===== config.mk =====
export PLATFORM = sky130hd
export DESIGN_NAME = recover_2n_feeder
export DESIGN_NICKNAME = d
export VERILOG_FILES = /design/src/rtl/recover_2n_feeder.sv
export SDC_FILE = /design/constraint.sdc
export NUM_CORES = 2
export LEC_CHECK = 0
export CAP_MARGIN = 30
export CORE_AREA = 8 8 678 680
export DETAILED_ROUTE_END_ITERATION = 12
export DIE_AREA = 0 0 686 688
export PLACE_DENSITY = 0.3
export SLEW_MARGIN = 20
export SYNTH_ARGS = -nofsm -noshare
export SYNTH_HDL_FRONTEND = slang
export SYNTH_SLANG_ARGS = --single-unit

===== constraint.sdc =====
create_clock -name clk -period 4.6 [get_ports clk]
set_clock_uncertainty 0.05 [all_clocks]
set_input_delay 0.69 -clock clk [delete_from_list [all_inputs] [get_ports clk]]
set_output_delay 0.69 -clock clk [all_outputs]
set_load 0.02 [all_outputs]

===== src/rtl/recover_2n_feeder.sv =====
// Frame sequencer for the 2N-point recovery stage: walks beat addresses through the
// X1/X2 result banks and presents each returned word as unpacked lanes with column indices.

module recover_2n_feeder_lane #(
  parameter int DATA_WIDTH = 27
) (
  input  logic                       clk,
  input  logic                       rst_n,
  input  logic                       cap,
  input  logic [3:0][DATA_WIDTH-1:0] x1_slot,
  input  logic [3:0][DATA_WIDTH-1:0] x2_slot,
  output logic [DATA_WIDTH-1:0]      x1_c1r,
  output logic [DATA_WIDTH-1:0]      x1_c1i,
  output logic [DATA_WIDTH-1:0]      x1_c2r,
  output logic [DATA_WIDTH-1:0]      x1_c2i,
  output logic [DATA_WIDTH-1:0]      x2_c1r,
  output logic [DATA_WIDTH-1:0]      x2_c1i,
  output logic [DATA_WIDTH-1:0]      x2_c2r,
  output logic [DATA_WIDTH-1:0]      x2_c2i
);
  always_ff @(posedge clk) begin
    if (!rst_n) begin
      x1_c1r <= '0; x1_c1i <= '0; x1_c2r <= '0; x1_c2i <= '0;
      x2_c1r <= '0; x2_c1i <= '0; x2_c2r <= '0; x2_c2i <= '0;
    end else if (cap) begin
      x1_c1r <= x1_slot[0]; x1_c1i <= x1_slot[1]; x1_c2r <= x1_slot[2]; x1_c2i <= x1_slot[3];
      x2_c1r <= x2_slot[0]; x2_c1i <= x2_slot[1]; x2_c2r <= x2_slot[2]; x2_c2i <= x2_slot[3];
    end
  end
endmodule

module recover_2n_feeder #(
  parameter int DATA_WIDTH  = 27,
  parameter int NUM_BEATS   = 1024,
  parameter int INDEX_WIDTH = 11,
  parameter int RD_LAT      = 2
) (
  input  logic                         clk,
  input  logic                         rst_n,
  input  logic                         start,
  input  logic                         hold,
  output logic                         busy,
  output logic                         done,
  output logic                         rd_en,
  output logic [$clog2(NUM_BEATS)-1:0] rd_addr,
  input  logic [16*DATA_WIDTH-1:0]     rd_data_x1,
  input  logic [16*DATA_WIDTH-1:0]     rd_data_x2,
  output logic                         valid,
  output logic [3:0][DATA_WIDTH-1:0]   x1_col1_r,
  output logic [3:0][DATA_WIDTH-1:0]   x1_col1_i,
  output logic [3:0][DATA_WIDTH-1:0]   x1_col2_r,
  output logic [3:0][DATA_WIDTH-1:0]   x1_col2_i,
  output logic [3:0][DATA_WIDTH-1:0]   x2_col1_r,
  output logic [3:0][DATA_WIDTH-1:0]   x2_col1_i,
  output logic [3:0][DATA_WIDTH-1:0]   x2_col2_r,
  output logic [3:0][DATA_WIDTH-1:0]   x2_col2_i,
  output logic [INDEX_WIDTH-1:0]       index_col_1,
  output logic [INDEX_WIDTH-1:0]       index_col_2
);
  localparam int AW = $clog2(NUM_BEATS);

  typedef enum logic [1:0] {IDLE, ISSUE, DRAIN} state_t;

  state_t                 state, state_nx;
  logic [AW-1:0]          beat, beat_nx, issue_addr;
  logic                   issue, done_nx;
  logic [RD_LAT:0]        vld_pipe;
  logic [RD_LAT:0][AW-1:0] idx_pipe;

  always_ff @(posedge clk) begin
    if (!rst_n) state <= IDLE;
    else        state <= state_nx;
  end

  // A start taken in IDLE issues beat 0 in the same cycle unless hold is up.
  always_comb begin
    state_nx   = state;
    beat_nx    = beat;
    issue      = 1'b0;
    issue_addr = beat;
    done_nx    = 1'b0;
    case (state)
      IDLE: if (start) begin
        state_nx   = ISSUE;
        issue_addr = '0;
        beat_nx    = '0;
        if (!hold) begin
          issue   = 1'b1;
          beat_nx = AW'(1);
        end
      end
      ISSUE: if (!hold) begin
        issue   = 1'b1;
        beat_nx = beat + AW'(1);
        if (beat == AW'(NUM_BEATS - 1)) state_nx = DRAIN;
      end
      DRAIN: if (vld_pipe == '0) begin
        state_nx = IDLE;
        done_nx  = 1'b1;
      end
      default: state_nx = IDLE;
    endcase
  end

  // vld_pipe[0]/idx_pipe[0] are the read strobe/address; stage RD_LAT lines up with bank data.
  always_ff @(posedge clk) begin
    if (!rst_n) begin
      beat        <= '0;
      busy        <= 1'b0;
      done        <= 1'b0;
      vld_pipe    <= '0;
      idx_pipe    <= '0;
      valid       <= 1'b0;
      index_col_1 <= '0;
      index_col_2 <= '0;
    end else begin
      beat     <= beat_nx;
      busy     <= (state_nx != IDLE);
      done     <= done_nx;
      vld_pipe <= {vld_pipe[RD_LAT-1:0], issue};
      if (issue) idx_pipe[0] <= issue_addr;
      for (int k = 1; k <= RD_LAT; k++) idx_pipe[k] <= idx_pipe[k-1];
      valid <= vld_pipe[RD_LAT];
      if (vld_pipe[RD_LAT]) begin
        index_col_1 <= INDEX_WIDTH'(idx_pipe[RD_LAT]);
        index_col_2 <= INDEX_WIDTH'(idx_pipe[RD_LAT]) + INDEX_WIDTH'(NUM_BEATS);
      end
    end
  end

  assign rd_en   = vld_pipe[0];
  assign rd_addr = idx_pipe[0];

  for (genvar l = 0; l < 4; l++) begin : g_lane
    logic [3:0][DATA_WIDTH-1:0] x1_slot, x2_slot;
    for (genvar s = 0; s < 4; s++) begin : g_slot
      assign x1_slot[s] = rd_data_x1[(4*s+l)*DATA_WIDTH +: DATA_WIDTH];
      assign x2_slot[s] = rd_data_x2[(4*s+l)*DATA_WIDTH +: DATA_WIDTH];
    end
    recover_2n_feeder_lane #(.DATA_WIDTH(DATA_WIDTH)) u_lane (
      .clk    (clk),
      .rst_n  (rst_n),
      .cap    (vld_pipe[RD_LAT]),
      .x1_slot(x1_slot),
      .x2_slot(x2_slot),
      .x1_c1r (x1_col1_r[l]),
      .x1_c1i (x1_col1_i[l]),
      .x1_c2r (x1_col2_r[l]),
      .x1_c2i (x1_col2_i[l]),
      .x2_c1r (x2_col1_r[l]),
      .x2_c1i (x2_col1_i[l]),
      .x2_c2r (x2_col2_r[l]),
      .x2_c2i (x2_col2_i[l])
    );
  end
endmodule


==> flow_metrics.tcl <==
set metrics [dict create \
    status "complete, no violations" \
    critical_path.endpoint "x2_col2_r[97]" \
    critical-path-top-delay-family "flip-flops" \
    drc_violations_left 0 \
    maximum_number_of_pins_on_one_net_before_global_route_repair 129 \
    ir_worst_vdd_mv 0.1970 \
    floorplan.initialDensity 0.07685 \
    i_o_buffers 1766 \
    post_route_cells_drive_above_1_share 0.06026 \
    placed_cells_incl_taps 10570 \
    first_pass_grt_wire_length_mm 412.5 \
    area_growth_pct 85.84 \
    cap_viol_max_count 0 \
    layout_min_cycle_time_ns 3.055 \
    drt-total-wl_mm 337.8 \
    syn_inst 3004 \
    ys_seq_area_frac 0.5347 \
    power.density_nw_per_um2 344.2 \
    cts_inserted_buffers 151 \
    timing_worst_slew_pin_value_ns 0.9442 \
    worstRegToRegCells 3 \
    clk-insertion-delay-late_ns 0.81 \
    htree_levels 4 \
    slew_viol_final 0 \
    numnets_final 5619 \
    first_iter_violations 1147 \
    chipWidth_um 686 \
    fmax_mhz 327.4 \
    final_worst_path_cycle_share 0.6641 \
    worst_path_max_delay_cell "dfxtp_1" \
    cts_tree "yes" \
    slew-limit-headroom 0.3705 \
    critical_path.cell_chain "clkdlybuf4s50_1" \
    clock_tree.buffer_depth 4 \
    synth.avg_cell_area_um2 11.50 \
    place.gp.congestion 1.039 \
    cts_hold_repair.buffers 0 \
    cts_sink_cnt 923 \
    cts.repair_timing.setup_buffer_count 0 \
    clkSlewWorstSetupHoldPaths_ns 0.06 \
    leakage_uw 0.01921 \
    ctsRootBufferMaster "clkbuf_16" \
    cp-end-kind "primary output" \
    criticalPathCategory "reg -> out" \
    slowest_delay_ns 0.76 \
    rrSetupSlack_ns 2.32 \
    grt_pass1_vias 30730 \
    vias 30160 \
    die-area_um2 472000 \
    timing_hold_violations_final 0 \
    timing.hold.worst.class "in -> reg" \
    initial_antenna_violation_count 240 \
    drt_pass1_iterations 4 \
    ant_nets 0 \
    design.portCount 1768 \
    worstPathMaxFanout 2 \
    crit_buf_inv 1 \
    reg2reg_from "vld_pipe[2]" \
    synth_seq_cells 923 \
    ctsResizeCount 0 \
    final-instance-count-excl-fill 10880 \
    floorplan.rows 247 \
    critPathLaunchType "register" \
    grt-ovfl-total 0 \
    ys_async_sr_fraction 0 \
    synth_edf_count 0 \
    routed_wire_length_per_instance_um 31.06 \
    dpl.hpwl_mm 288.3 \
    timing.final.setup_violations 0 \
    groute.usage.overall 0.1364 \
    vias_per_cell 2.773 \
    worstPathRequired_ns 3.86 \
    rsz0062_at_grt "no" \
    ys.warnings.count 0 \
    crit_cells 1 \
    core_area_um2 449700 \
    synth_area_um2 34560 \
    cp-startpoint "g_lane[3].u_lane.x2_c2r[16]" \
    synth.distinct_cells 42 \
    regToRegEndpoint "g_lane[2].u_lane.x1_c1i[3]" \
    setup_tns_ns 0 \
    die_height_um 688 \
    data_arrival_time_of_the_critical_path_ns 2.31 \
    synth_flop_cell "dfxtp_1" \
    syn_nets 3873 \
]
[final cells by class]
cell class / instances / area (µm²)
inverter: 2 / 7.507
clock inverter: 41 / 441.7
clock buffer: 224 / 4425
antenna: 39 / 97.59
sequential: 923 / 18480
tap: 5976 / 7477
multi-input combinational: 1854 / 14940
fill: 50480 / 385400
timing repair buffer: 1818 / 18350
[synth_stat cells, types with 2 or more instances]
library cell  count  share of area
clkbuf_1        100          0.011
a2111oi_2         4         0.0017
nand2_1          14         0.0015
o21ai_0           2        0.00029
buf_4            50          0.011
nor3_1            5        0.00072
nand3_1           2        0.00029
o21a_1            3        0.00065
inv_1             2        0.00022
o2bb2ai_1         9         0.0023
a211oi_1          2        0.00043
and2_1           23         0.0042
mux2i_1         874           0.25
nor2b_1         875           0.16
nor2_2            2        0.00036
buf_2            73          0.011
dfxtp_1         923           0.53
xnor2_1           8         0.0020
nor2_1           10         0.0011
[kinds of logic after synthesis]
group	share of synthesized area
buffers and inverters	0.03299
and+or+nand+nor	0.1692
adders and majority gates	0.0003620
other	0.0001085
AOI/OAI and AO/OA	0.007133
muxes	0.2535
DFF	0.5347
xor gates and xnor gates	0.002028
[state kept, by name, summed over array words and instances (netlist names), 20 cells and up]
| name | count |
|---|---|
| g_lane.u_lane.x1_c2r | 108 |
| g_lane.u_lane.x2_c2i | 108 |
| idx_pipe | 20 |
| g_lane.u_lane.x2_c1i | 108 |
| g_lane.u_lane.x1_c1i | 108 |
| g_lane.u_lane.x2_c1r | 108 |
| g_lane.u_lane.x2_c2r | 108 |
| g_lane.u_lane.x1_c1r | 108 |
| g_lane.u_lane.x1_c2i | 108 |
[cell usage in the layout, fill, tap and decap left out, types with 2 or more instances in the layout]
cell and n:
nor2_1 10, clkinv_8 5, o21ai_0 2, clkbuf_16 153
buf_4 30, nand2_1 14, inv_6 3, clkdlybuf4s50_1 1765
a2111oi_2 4, nand3_1 2, buf_12 22, inv_1 2
clkinvlp_4 6, o2bb2ai_1 9, dfxtp_1 922, and2_1 23
xnor2_1 8, clkbuf_1 38, diode_2 39, a211oi_1 2
nor2_2 2, clkbuf_8 33, bufinv_16 5, o21a_1 3
mux2i_1 874, nor3_1 5, nor2b_1 875, clkinv_2 20
[worst min path at each step]
stage                       from                         end  slack, ns  depth (start not counted)
global placement    idx_pipe[11]                idx_pipe[21]       0.37                          1
floorplan           idx_pipe[10]                idx_pipe[20]       0.36                          1
global route               rst_n  g_lane[1].u_lane.x1_c1r[1]       0.31                          2
finish                     rst_n              index_col_2[8]       0.34                          2
detailed placement  idx_pipe[11]                idx_pipe[21]       0.37                          1
CTS                        rst_n              index_col_2[8]       0.24                          2
[power breakdown]
| part | switching (µW) | internal (µW) | leakage (µW) |
|---|---|---|---|
| Clock | 4770 | 6940 | 0.00238 |
| Combinational | 998 | 1160 | 0.00937 |
| Sequential | 116 | 8130 | 0.00746 |
| Total | 5880 | 16200 | 0.0192 |
[metrics by stage]
stage / worst slack (ns) / utilization / total power, µW / area [µm²] / hold slack (ns)
detailed placement: 1.836 / 0.1318 / 10640 / 59250 / 0.3723
finish: 1.545 / 0.1428 / 22110 / 64220 / 0.3404
floorplan: 2.872 / - / 9022 / 34560 / 0.3619
global placement: 1.711 / 0.1318 / 10640 / 59250 / 0.3671
CTS: 1.445 / 0.1426 / 22940 / 64120 / 0.2424
global route: 1.407 / 0.1426 / 23200 / 64130 / 0.3092
[per-layer routing]
layer | vias to the layer above | track usage | part of all wire
met1 | 14370 | 0.1417 | 0.36
li1 | 13590 | - | -
met5 | - | 0 | 0.0027
met3 | 588 | 0.07467 | 0.12
met4 | 136 | 0.03924 | 0.036
met2 | 1481 | 0.2367 | 0.48
Power figures use the tool's default switching activity.
